<file path="src/rtl/lsu_pkg.sv">
// Shared types for the load/store unit: size encodings, FSM states and
// the helpers that decide whether a request may reach the bus.
package lsu_pkg;

    typedef enum logic [1:0] {
        SZ_BYTE   = 2'd0,
        SZ_HALF   = 2'd1,
        SZ_WORD   = 2'd2,
        SZ_DOUBLE = 2'd3
    } size_e;

    typedef enum logic [1:0] {
        ST_IDLE,
        ST_BUS,
        ST_RESP
    } state_e;

    // A double access only exists on a 64-bit datapath.
    function automatic logic size_legal(input size_e size, input int xlen);
        return !(size == SZ_DOUBLE && xlen != 64);
    endfunction

    function automatic logic misaligned(input size_e size, input logic [2:0] addr_lo);
        case (size)
            SZ_HALF:   return addr_lo[0] != 1'b0;
            SZ_WORD:   return addr_lo[1:0] != 2'b00;
            SZ_DOUBLE: return addr_lo != 3'b000;
            default:   return 1'b0;
        endcase
    endfunction

endpackage

</file>
<file path="src/rtl/mem_lsu_if.sv">
// Bus side of mem_lsu: the LSU is the master, the memory is the slave.
interface mem_lsu_if #(
    parameter int XLEN   = 32,
    parameter int ADDR_W = 32
);
    logic              Bus_req;
    logic [ADDR_W-1:0] Bus_addr;
    logic              Bus_wen;
    logic [XLEN/8-1:0] Bus_wstrb;
    logic [XLEN-1:0]   Bus_wdata;
    logic              Bus_ack;
    logic [XLEN-1:0]   Bus_rdata;

    modport master (
        output Bus_req, Bus_addr, Bus_wen, Bus_wstrb, Bus_wdata,
        input  Bus_ack, Bus_rdata
    );

    modport slave (
        input  Bus_req, Bus_addr, Bus_wen, Bus_wstrb, Bus_wdata,
        output Bus_ack, Bus_rdata
    );
endinterface

</file>
<file path="src/rtl/lsu_align.sv">
// Combinational lane steering: store strobes/replication and load
// extraction with sign or zero extension.
module lsu_align
    import lsu_pkg::*;
#(
    parameter int XLEN = 32
) (
    input  size_e                      size,
    input  logic [$clog2(XLEN/8)-1:0]  lane,
    input  logic                       is_unsigned,
    input  logic [XLEN-1:0]            wdata,
    input  logic [XLEN-1:0]            rdata,
    output logic [XLEN/8-1:0]          wstrb,
    output logic [XLEN-1:0]            wdata_rep,
    output logic [XLEN-1:0]            rdata_ext
);
    localparam int LANES = XLEN / 8;

    logic [LANES-1:0] size_mask;
    logic [XLEN-1:0]  val_mask;
    logic [XLEN-1:0]  shifted;
    logic             sign;

    // NOTE: every output gets a default first so no path can infer a latch.
    always_comb begin
        size_mask = '1;
        val_mask  = '1;
        wdata_rep = wdata;
        shifted   = rdata >> {lane, 3'b000};
        sign      = 1'b0;
        case (size)
            SZ_BYTE: begin
                size_mask = LANES'(1);
                val_mask  = XLEN'(8'hFF);
                wdata_rep = {LANES{wdata[7:0]}};
                sign      = shifted[7];
            end
            SZ_HALF: begin
                size_mask = LANES'(3);
                val_mask  = XLEN'(16'hFFFF);
                wdata_rep = {(XLEN/16){wdata[15:0]}};
                sign      = shifted[15];
            end
            SZ_WORD: begin
                size_mask = LANES'(15);
                val_mask  = XLEN'(32'hFFFF_FFFF);
                wdata_rep = {(XLEN/32){wdata[31:0]}};
                sign      = shifted[31];
            end
            default: ;
        endcase
        wstrb     = size_mask << lane;
        rdata_ext = (shifted & val_mask) | ((sign && !is_unsigned) ? ~val_mask : '0);
    end

endmodule

</file>
<file path="src/rtl/mem_lsu.sv">
// Single-outstanding load/store unit bridging a CPU request port to a simple
// ack-based bus. Optional bus-wait abort is enabled with LSU_TIMEOUT_EN.
module mem_lsu
    import lsu_pkg::*;
#(
    parameter int XLEN           = 32,
    parameter int ADDR_W         = 32,
    parameter int TIMEOUT_CYCLES = 255
) (
    input  logic              cpu_clk,
    input  logic              cpu_rst,
    input  logic              req_valid,
    output logic              req_ready,
    input  logic              req_we,
    input  logic [1:0]        req_size,
    input  logic              req_unsigned,
    input  logic [ADDR_W-1:0] req_addr,
    input  logic [XLEN-1:0]   req_wdata,
    output logic              resp_valid,
    output logic [XLEN-1:0]   resp_rdata,
    output logic              resp_err,
    mem_lsu_if.master         bus
);
    localparam int LANES  = XLEN / 8;
    localparam int LANE_W = $clog2(LANES);

    state_e            state, state_next;
    size_e             size_q, size_sel;
    logic              we_q, uns_q, uns_sel;
    logic [LANE_W-1:0] lane_q, lane_sel;
    logic              accept, req_bad, timeout;
    logic [LANES-1:0]  strb_c;
    logic [XLEN-1:0]   wdata_c, rdata_c;

    assign req_ready  = (state == ST_IDLE);
    assign resp_valid = (state == ST_RESP);
    assign accept     = req_valid && req_ready;
    assign req_bad    = !size_legal(size_e'(req_size), XLEN)
                     || misaligned(size_e'(req_size), req_addr[2:0]);

    // The aligner sees the live request while idle and the latched one afterwards.
    assign size_sel = req_ready ? size_e'(req_size) : size_q;
    assign lane_sel = req_ready ? req_addr[LANE_W-1:0] : lane_q;
    assign uns_sel  = req_ready ? req_unsigned : uns_q;

    lsu_align #(.XLEN(XLEN)) u_align (
        .size        (size_sel),
        .lane        (lane_sel),
        .is_unsigned (uns_sel),
        .wdata       (req_wdata),
        .rdata       (bus.Bus_rdata),
        .wstrb       (strb_c),
        .wdata_rep   (wdata_c),
        .rdata_ext   (rdata_c)
    );

`ifdef LSU_TIMEOUT_EN
    localparam int CNT_W = $clog2(TIMEOUT_CYCLES + 1);
    logic [CNT_W-1:0] tmo_cnt;

    always_ff @(posedge cpu_clk or posedge cpu_rst) begin
        if (cpu_rst)               tmo_cnt <= '0;
        else if (state != ST_BUS)  tmo_cnt <= '0;
        else                       tmo_cnt <= tmo_cnt + 1'b1;
    end

    assign timeout = (state == ST_BUS) && (tmo_cnt == CNT_W'(TIMEOUT_CYCLES - 1));
`else
    assign timeout = 1'b0;
`endif

    // NOTE: sequential state uses non-blocking assignments so all registers update together.
    always_ff @(posedge cpu_clk or posedge cpu_rst) begin
        if (cpu_rst) state <= ST_IDLE;
        else         state <= state_next;
    end

    always_comb begin
        state_next = state;
        case (state)
            ST_IDLE: if (accept) state_next = req_bad ? ST_RESP : ST_BUS;
            ST_BUS:  if (bus.Bus_ack || timeout) state_next = ST_RESP;
            ST_RESP: state_next = ST_IDLE;
            default: state_next = ST_IDLE;
        endcase
    end

    always_ff @(posedge cpu_clk or posedge cpu_rst) begin
        if (cpu_rst) begin
            bus.Bus_req   <= 1'b0;
            bus.Bus_addr  <= '0;
            bus.Bus_wen   <= 1'b0;
            bus.Bus_wstrb <= '0;
            bus.Bus_wdata <= '0;
            resp_err      <= 1'b0;
            resp_rdata    <= '0;
            size_q        <= SZ_BYTE;
            we_q          <= 1'b0;
            uns_q         <= 1'b0;
            lane_q        <= '0;
        end else begin
            case (state)
                ST_IDLE: if (accept) begin
                    size_q     <= size_e'(req_size);
                    we_q       <= req_we;
                    uns_q      <= req_unsigned;
                    lane_q     <= req_addr[LANE_W-1:0];
                    resp_err   <= req_bad;
                    resp_rdata <= '0;
                    if (!req_bad) begin
                        bus.Bus_req   <= 1'b1;
                        bus.Bus_addr  <= {req_addr[ADDR_W-1:LANE_W], LANE_W'(0)};
                        bus.Bus_wen   <= req_we;
                        bus.Bus_wstrb <= req_we ? strb_c : '0;
                        bus.Bus_wdata <= wdata_c;
                    end
                end
                ST_BUS: if (bus.Bus_ack || timeout) begin
                    // An ack arriving on the timeout edge still completes normally.
                    bus.Bus_req   <= 1'b0;
                    bus.Bus_wen   <= 1'b0;
                    bus.Bus_wstrb <= '0;
                    resp_err      <= !bus.Bus_ack;
                    resp_rdata    <= (bus.Bus_ack && !we_q) ? rdata_c : '0;
                end
                default: ;
            endcase
        end
    end

endmodule

</file>
<file path="src/flat_wrapper.sv">
// flat-port wrapper written by rule: the top's interface ports become plain ports
module mem_lsu_flat import lsu_pkg::*;
#(
    parameter int XLEN           = 32,
    parameter int ADDR_W         = 32,
    parameter int TIMEOUT_CYCLES = 255
)
  (cpu_clk, cpu_rst, req_valid, req_ready, req_we, req_size, req_unsigned, req_addr, req_wdata, resp_valid, resp_rdata, resp_err, bus_Bus_req, bus_Bus_addr, bus_Bus_wen, bus_Bus_wstrb, bus_Bus_wdata, bus_Bus_ack, bus_Bus_rdata);
  mem_lsu_if #(.XLEN(XLEN), .ADDR_W(ADDR_W)) bus_i ();
  input  logic cpu_clk;
  input  logic cpu_rst;
  input  logic req_valid;
  output logic req_ready;
  input  logic req_we;
  input  logic [1:0] req_size;
  input  logic req_unsigned;
  input  logic [ADDR_W-1:0] req_addr;
  input  logic [XLEN-1:0] req_wdata;
  output logic resp_valid;
  output logic [XLEN-1:0] resp_rdata;
  output logic resp_err;
  output wire logic [$bits(bus_i.Bus_req)-1:0] bus_Bus_req;
  output wire logic [$bits(bus_i.Bus_addr)-1:0] bus_Bus_addr;
  output wire logic [$bits(bus_i.Bus_wen)-1:0] bus_Bus_wen;
  output wire logic [$bits(bus_i.Bus_wstrb)-1:0] bus_Bus_wstrb;
  output wire logic [$bits(bus_i.Bus_wdata)-1:0] bus_Bus_wdata;
  input wire logic [$bits(bus_i.Bus_ack)-1:0] bus_Bus_ack;
  input wire logic [$bits(bus_i.Bus_rdata)-1:0] bus_Bus_rdata;
  assign bus_Bus_req = bus_i.Bus_req;
  assign bus_Bus_addr = bus_i.Bus_addr;
  assign bus_Bus_wen = bus_i.Bus_wen;
  assign bus_Bus_wstrb = bus_i.Bus_wstrb;
  assign bus_Bus_wdata = bus_i.Bus_wdata;
  assign bus_i.Bus_ack = bus_Bus_ack;
  assign bus_i.Bus_rdata = bus_Bus_rdata;
  mem_lsu #(.XLEN(XLEN), .ADDR_W(ADDR_W), .TIMEOUT_CYCLES(TIMEOUT_CYCLES)) u_core (.cpu_clk(cpu_clk), .cpu_rst(cpu_rst), .req_valid(req_valid), .req_ready(req_ready), .req_we(req_we), .req_size(req_size), .req_unsigned(req_unsigned), .req_addr(req_addr), .req_wdata(req_wdata), .resp_valid(resp_valid), .resp_rdata(resp_rdata), .resp_err(resp_err), .bus(bus_i));
endmodule
</file>
<file path="config.mk">
export PLATFORM = sky130hd
export DESIGN_NAME = mem_lsu_flat
export DESIGN_NICKNAME = d
export VERILOG_FILES = /design/src/rtl/lsu_pkg.sv /design/src/rtl/mem_lsu_if.sv /design/src/rtl/lsu_align.sv /design/src/rtl/mem_lsu.sv /design/src/flat_wrapper.sv
export SDC_FILE = /design/constraint.sdc
export NUM_CORES = 1
export LEC_CHECK = 0
export ABC_AREA = 1
export BUFFER_PORTS_ARGS = -buffer_cell sky130_fd_sc_hd__buf_2
export CORE_ASPECT_RATIO = 0.7
export CORE_MARGIN = 2
export CORE_UTILIZATION = 49
export DETAILED_ROUTE_END_ITERATION = 6
export PLACE_DENSITY_LB_ADDON = 0.12
export SYNTH_ARGS = -nofsm -noshare
export SYNTH_HDL_FRONTEND = slang
export SYNTH_SLANG_ARGS = --single-unit
export TNS_END_PERCENT = 1
</file>
<file path="constraint.sdc">
create_clock -name cpu_clk -period 4.7 [get_ports cpu_clk]
set_input_delay 1.175 -clock cpu_clk [delete_from_list [all_inputs] [get_ports cpu_clk]]
set_output_delay 1.175 -clock cpu_clk [all_outputs]
set_load 0.05 [all_outputs]
</file>
After elaboration in Yosys (flattened, before gate mapping)
Index checks and enable logic that the tools add are counted.
- reduce and logical (&&, ||, !) cells: 17
- shift operators: 2
- equal/unequal tests: 10
- muxes and demuxes: 32
- bitwise gates (word level): 4
- operator list (kind ; number):
    $pmux 32 s2 ; 3
    $mux 32 ; 4
    $and 32x32->32 ; 1
    $not 32->32 ; 1
    $or 32x32->32 ; 1
    $shr 32x5->32 ; 1
    $mux 4 ; 4
    $pmux 4 s2 ; 2
    $mux 2 ; 5
    $eq 2x2->1 const B ; 4
    $mux 1 ; 8
    $eq 2x1->1 const B ; 3
    $ne 2x2->1 const B ; 3
    $pmux 1 s2 ; 3
    $pmux 1 s3 ; 2
    $reduce_and 3->1 ; 2
    $logic_not 2->1 ; 2
    $pmux 2 s2 ; 1
    $reduce_and 2->1 ; 2
    $reduce_and 4->1 ; 1
    $reduce_bool 2->1 ; 2
    $shl 4x2->4 ; 1
    $logic_and 1x1->1 ; 3
    $logic_not 1->1 ; 3
    3 further kinds ; 3
- input bits: 104
- logic and storage cells: 77
- register bits: 109
- output and inout bits: 105

Logic depth before layout (Yosys ltp)
Gate-level depths: netlist (run 1).
- depth after elaboration: 10
- depth in mapped cells: 14
- mapped depth without buffers: 12

By module
From an unflattened synthesis (run 1), not the netlist that was laid out.
- cells, all modules: 762
- area, all modules: 5627.9 um2
- by module, submodules not included (module ; instances ; cells each ; area an instance (um2) ; sequential area each (um2)):
    mem_lsu ; 1 ; 499 ; 4449.3 ; 2727.6
    lsu_align ; 1 ; 263 ; 1178.6 ; 0.0

Worst setup path before layout (run 1)
No wires, ideal clock.
- path kind: register to output
- from: reg u_core.state[1]
- to: out resp_valid
- data required time: 3.525 ns
- path slack: 2.426 ns
- path buffers: 0
- arrival time: 1.099 ns
- cell stages (with the launch flop): 3
- cell sequence: dfrtp_1 -> inv_1 -> nor2_1
- cells in the longest elaborated chain, start to end: 1
- ends and longest elaborated chain (item ; line ; text):
    from (decl) ; mem_lsu.sv:27 ; state_e state, state_next;
    from (signal assigned) ; mem_lsu.sv:75 ; else state <= state_next;
    $eq 2x2->1 ; mem_lsu.sv:36 ; assign resp_valid = (state == ST_RESP);
    to (decl) ; flat_wrapper.sv:19 ; output logic resp_valid;
No other way between the ends.

Final worst setup path (run 1)
- from: reg u_core.state[0]
- to: reg u_core.bus.Bus_wdata[29]
- cells in the longest elaborated chain, start to end: 4
- elaborated cells between the ends (all ways): 7
- classes of those cells: 1 x eq/ne; 2 x mux; 4 x reduce/logical
- ends and longest elaborated chain (item ; line ; text):
    $logic_not 2->1 (*) ; mem_lsu.sv:35, mem_lsu.sv:102 ;
    $mux 2 ; mem_lsu.sv:42 ; assign size_sel = req_ready ? size_e'(req_size) : size_q;
    $eq 2x1->1 or $logic_not 2->1 (tied branches) ; lsu_align.sv:31 ; case (size)
    $pmux 32 s2 ; lsu_align.sv:31 ;
    to (signal assigned) ; mem_lsu.sv:115 ; bus.Bus_wdata <= wdata_c;
    to (decl) ; mem_lsu_if.sv:15 ; output Bus_req, Bus_addr, Bus_wen, Bus_wstrb, Bus_wdata,
Every way passes the cells marked *; elsewhere a longest branch is shown, timed or not.
A chain may end at the register's enable or synchronous reset.

==> results_dict.tcl, run 1 <==
set metrics [dict create \
    grt.overflow.total 0 \
    drt_iter0_drc 475 \
    powerDensity_nw_per_um2 652 \
    gp_congestion 0.831 \
    relSlewSlack 0.245 \
    numPlacedInstances 974 \
    clock_skew_ps 13.7 \
    fin_crit_sh 0.619 \
    ys_types 32 \
    seq_area_frac_synth 0.515 \
    total_power_w 0.00434 \
    timing.hold.worst.class "reg -> reg" \
    crit_required_ps 4910 \
    mostFrequentLayoutCell "nand2_1" \
    finalWorstSetupSlack_ps 1790 \
    timing.setup.critical_path_class "reg -> reg" \
    cts.reportedPaths.clkPinSlew_ps 70 \
    cp_endpoint_kind "register" \
    cts-hold-fix-buffers 0 \
    grt_setup_unrepaired "no" \
    final-hold-violation-count 0 \
    hold_ws_ps 469 \
    setup_viol_count_final 0 \
    path_max_fanout 31 \
    floorplan.die_area_um2 11700 \
    clock_power_share 0.171 \
    clock_sink_count 109 \
    postCtsSetupRepairBufs 0 \
    synth_cells 666 \
    post_drt_wl_per_cell_um 15.6 \
    grt_max_degree 59 \
    route.antenna.remaining_nets 0 \
    post_drt_via_cell_ratio 5.31 \
    post_synth.cell_area_avg_um2 7.95 \
    tns_ps 0 \
    critical_path_buf_inv_count 1 \
    h-tree-depth 3 \
    share_of_power_burned_in_registers 0.323 \
    vias_in_the_first_global_route 5022 \
    post-route-drc-count 0 \
    dieHeight_um 91.0 \
    layout_min_cycle_time_ps 2910 \
    via_count 5258 \
    worst-endpoint-arrival_ps 3120 \
    comb_power_share 0.507 \
    critical_path.slowest_cell "nor2_4" \
    num-nets-final 957 \
    timing.max_cap.violations 0 \
    mappedNetlistArea_um2 5300 \
    grt_usage 0.273 \
    tritoncts.num_buffers 9 \
    maxClockFrequency_mhz 344 \
    tritoncts "yes" \
    number_of_max_slew_violations_in_the_final_report 0 \
    area_growth_syn_to_layout_pct 25.7 \
    dpl.hpwl_mm 10.9 \
    synth.yosys.warnings 0 \
    inserted_diodes 0 \
    p_switching_w 0.00225 \
    post_route_cells_drive_above_1_share 0.295 \
    cp_cell_sequence "nor2_2 -> nand2_1 -> nor2_4 -> buf_4 -> o21ai_0 -> a211oi_1 -> a21oi_1" \
    tightestPinTransition_ps 1130 \
    postSynthRegisterBits 109 \
    clock_tree.buffer_depth 2 \
    std_cell_rows 31 \
    first_pass_iters 5 \
    post_cts_resized 0 \
    top_level_ports 209 \
    netSwitchingFraction 0.518 \
    ir_drop_mv 0.488 \
    cellInternalPower_w 0.00209 \
    layout.cells.most_common_list "280 x nand2_1, 206 x buf_2, 109 x dfrtp_1, 41 x inv_1, 40 x o21ai_0" \
    cts.root.buffer_cell "clkbuf_16" \
    dpl_worst_slack_ps 1560 \
    antenna_found_initial 0 \
    p_leak_nw 3.76 \
    core-area_um2 10400 \
    port_buffers 206 \
    initial_core_utilization 0.508 \
    wl_mm 15.5 \
    run_status "completed" \
    worst_path_dominant_cell_family "simple AND/OR/NAND/NOR gates" \
    crit_path_max_incr_delay_ps 650 \
    clkLatencyLatePin_ps 350 \
    final_cell_count_without_fillers 990 \
    setup.worst_path.start_class "register" \
    grt_pass1_wl_mm 25.4 \
    fp.dieW_um 128 \
]
[power groups by stage]
stage	logic [W]	clock network [W]	registers [W]
2_1_floorplan	0.000697	0	0.00238
3_3_place_gp	0.00217	0	0.00140
3_5_place_dp	0.00220	0	0.00141
4_1_cts	0.00220	0.000754	0.00140
5_1_grt	0.00235	0.000787	0.00143
6_report	0.00220	0.000740	0.00140
[worst min-delay path, delay by kind of cell (launching register included)]
kind          cells  cell delay [ps]
flops             1              340
simple gates      2              100
[cell usage after synthesis]
library cell,number,share of area
a211oi_1,3,0.0043
a21oi_1,12,0.011
a2bb2oi_1,5,0.0083
a31oi_1,7,0.0083
a32o_1,9,0.017
buf_1,2,0.0014
buf_2,11,0.010
buf_4,4,0.0057
buf_6,4,0.0085
clkbuf_1,17,0.012
clkinv_1,1,0.00071
clkinv_4,1,0.0017
conb_1,1,0.00071
dfrtp_1,109,0.52
inv_1,42,0.030
inv_2,3,0.0021
nand2_1,280,0.20
nand2_2,6,0.0071
nand2_4,5,0.011
nand3_1,37,0.035
nand3_2,2,0.0038
nor2_1,28,0.020
nor2_2,2,0.0024
o211ai_1,7,0.0099
o21a_1,13,0.018
o21ai_0,40,0.038
o21ai_1,7,0.0066
o21ai_2,2,0.0033
o21ai_4,1,0.0031
o22ai_1,3,0.0035
o31ai_1,1,0.0014
o32ai_1,1,0.0017
[worst paths after layout]
path	start	end	slack, ps	cells after the start
hold / removal	u_core.bus.Bus_addr[23]$_DFFE_PP0P_	u_core.bus.Bus_addr[23]$_DFFE_PP0P_	470	2
min in group asynchronous	cpu_rst	u_core.resp_rdata[19]$_DFFE_PP0P_	910	2
max in group asynchronous	cpu_rst	u_core.lane_q[1]$_DFFE_PP0P_	3000	3
hold reg to reg	u_core.bus.Bus_addr[23]$_DFFE_PP0P_	u_core.bus.Bus_addr[23]$_DFFE_PP0P_	470	2
setup / recovery	u_core.state[0]$_DFFE_PP0P_	u_core.bus.Bus_wdata[29]$_DFFE_PP0P_	1790	7
setup reg to reg	u_core.state[0]$_DFFE_PP0P_	u_core.bus.Bus_wdata[29]$_DFFE_PP0P_	1790	7
[through the flow]
step / cell area, um2 / util
2_1_floorplan: 5300 / -
3_3_place_gp: 6370 / 0.611
3_5_place_dp: 6370 / 0.611
4_1_cts: 6660 / 0.638
5_1_grt: 6660 / 0.638
6_report: 6660 / 0.638
[area by class of cell]
type | count | area (um2)
clock buffer | 10 | 239
clock inverter | 6 | 47.5
fill | 933 | 3780
inverter | 47 | 184
multi-input combinational | 473 | 2200
sequential | 109 | 2730
tap | 132 | 165
timing repair buffer | 213 | 1100
[metal layers]
metal | global-route usage | vias to the layer above | part of all wire
met4 | 0.0641 | 0 | 0.014
li1 | - | 2497 | -
met5 | 0 | - | 0
met3 | 0.0695 | 22 | 0.082
met2 | 0.400 | 227 | 0.44
met1 | 0.408 | 2512 | 0.46
[cell families after synthesis]
kind of cell           after synthesis  synth area share
buffers and inverters               85            0.0723
other                                1          0.000708
DFF                                109             0.515
AOI/OAI and AO/OA                  111             0.135
and+or+nand+nor                    360             0.277
[flip-flops by register name (all words and copies together) (netlist names), 2 cells and up]
signal,flops
u_core.bus.Bus_addr,30
u_core.state,2
u_core.size_q,2
u_core.resp_rdata,32
u_core.lane_q,2
u_core.bus.Bus_wdata,32
u_core.bus.Bus_wstrb,4
Note: power is estimated with default switching activity, not from simulation.
==> run 2: changes to the inputs <==
- clock period: 4.7 -> 2.85 ns (I/O delays scaled with it)
==> run 2 against run 1 <==
Maximum frequency rose by 24%. Core utilization rose by 0.26 points. Via count fell by 0.15%. Design area rose by 0.41%. Cell count rose by 0.51%. Global-route usage rose by 0.51 points. Count of clock-buffer cells in the layout fell by 1. Wire length rose by 2.1%. First-iteration DRC count fell by 8.8%.
==> results_dict.tcl, run 2 (same netlist as run 1, synthesis figures left out) <==
set metrics [dict create \
    run_status "completed" \
    fp.dieW_um 128 \
    tightestPinTransition_ps 593 \
    cts.reportedPaths.clkPinSlew_ps 70 \
    groute.layer.met1.usage 0.426 \
    initial_core_utilization 0.508 \
    clkLatencyLatePin_ps 350 \
    relSlewSlack 0.605 \
    fin_area_um2 6680 \
    filler_instances 934 \
    floorplan.die_area_um2 11700 \
    grt.overflow.total 0 \
    p_leak_nw 3.78 \
    grt_usage 0.278 \
    post_route_cells_drive_above_1_share 0.299 \
    reg_top3 "u_core.bus.Bus_wdata x32, u_core.resp_rdata x32, u_core.bus.Bus_addr x30" \
    postCtsSetupRepairBufs 0 \
    timing.hold.worst.class "reg -> reg" \
    fin_crit_sh 0.823 \
    dieHeight_um 91.0 \
    tritoncts "yes" \
    cp_endpoint_kind "register" \
    area.sequential_um2 2730 \
    grt_pass1_wl_mm 25.7 \
    gp_congestion 0.872 \
    ir_drop_mv 0.725 \
    vias_in_the_first_global_route 4978 \
    clock_tree.buffer_depth 2 \
    number_of_max_slew_violations_in_the_final_report 0 \
    hold_start "u_core.bus.Bus_addr[12]$_DFFE_PP0P_" \
    wl_mm 15.8 \
    post_drt_via_cell_ratio 5.28 \
    final-hold-violation-count 0 \
    setup.worst_path.start_class "register" \
    maxClockFrequency_mhz 427 \
    grt_setup_unrepaired "no" \
    critical_path.reg2reg.startpoint "u_core.state[0]$_DFFE_PP0P_" \
    worst-endpoint-arrival_ps 2630 \
    mostFrequentLayoutCell "nand2_1" \
    gr-max-usage-layer "met1" \
    clock_skew_ps 5.63 \
    cts-hold-fix-buffers 0 \
    clock_sink_count 109 \
    tritoncts.num_buffers 9 \
    dpl.hpwl_mm 11.5 \
    area_growth_syn_to_layout_pct 26.2 \
    first_pass_iters 5 \
    std_cell_rows 31 \
    path_max_fanout 24 \
    post_drt_wl_per_cell_um 15.9 \
    drt_iter0_drc 433 \
    timing.setup.critical_path_class "reg -> reg" \
    h-tree-depth 3 \
    crit_required_ps 3140 \
    port_buffers 206 \
    place_area_um2 6410 \
    timing.max_cap.violations 0 \
    cts.root.buffer_cell "clkbuf_16" \
    grt.met3_usage 0.0648 \
    via_count 5250 \
    powerDensity_nw_per_um2 1070 \
    num-nets-final 962 \
    grt_met2_use 0.406 \
    setup.worst_path.start "u_core.state[0]$_DFFE_PP0P_" \
    route.antenna.remaining_nets 0 \
    multi_input_comb_area_um2 2200 \
    antenna_found_initial 0 \
    setup_viol_count_final 0 \
    post-route-drc-count 0 \
    top_level_ports 209 \
    tns_ps 0 \
    core-area_um2 10400 \
    inserted_diodes 0 \
    grt_max_degree 110 \
    post_cts_resized 0 \
    layout_min_cycle_time_ps 2340 \
    layout.cells.most_common_list "280 x nand2_1, 206 x buf_2, 109 x dfrtp_1, 40 x inv_1, 40 x o21ai_0" \
]
run 2: critical path, cell delays in order (launching register included):
cell and delay [ps]:
dfrtp_1 440, nor2_2 300, buf_4 220, nand2_2 80, nand2_2 350, nand2_1 140
nand3_1 140, nand3_1 100, nand3_2 80, nand2_2 80, nand2_4 170, nand2_1 100
nand2_1 80
run 2: worst paths after layout:
path | slack (ps) | depth (start not counted) | end
setup / recovery | 510 | 12 | u_core.resp_rdata[18]$_DFFE_PP0P_
hold / removal | 470 | 2 | u_core.bus.Bus_addr[12]$_DFFE_PP0P_
setup reg to reg | 510 | 12 | u_core.resp_rdata[18]$_DFFE_PP0P_
hold reg to reg | 470 | 2 | u_core.bus.Bus_addr[12]$_DFFE_PP0P_
max in group asynchronous | 1870 | 3 | u_core.bus.Bus_wdata[15]$_DFFE_PP0P_
min in group asynchronous | 520 | 3 | u_core.bus.Bus_wdata[6]$_DFFE_PP0P_
run 2: routing by layer:
metal  routed length, um  part of all wire
met5                   0                 0
met4                 132            0.0084
met3                1390             0.088
met2                6960              0.44
met1                7310              0.46
run 2: power by group:
part           switching, W  internal, W
clock              0.000578     0.000598
sequential         0.000282      0.00203
combinational       0.00284     0.000810
run 2: area by class of cell:
cell class                      instances  area share
Multi-Input combinational cell        473       0.329
Sequential cell                       109       0.408
Clock inverter                          7     0.00749
Clock buffer                            9      0.0337
Inverter                               47      0.0277
Timing Repair Buffer                  218       0.170
Tap cell                              132      0.0247
run 2: stage by stage:
| stage | util | hold WS [ps] | setup slack [ps] | instances | total power [W] |
|---|---|---|---|---|---|
| 2_1_floorplan | - | 453 | 822 | 667 | 0.00507 |
| 3_3_place_gp | 0.614 | 448 | 581 | 979 | 0.00591 |
| 3_5_place_dp | 0.614 | 453 | 494 | 979 | 0.00597 |
| 4_1_cts | 0.641 | 470 | 532 | 995 | 0.00716 |
| 5_1_grt | 0.641 | 498 | 276 | 995 | 0.00755 |
| 6_report | 0.641 | 466 | 506 | 995 | 0.00713 |
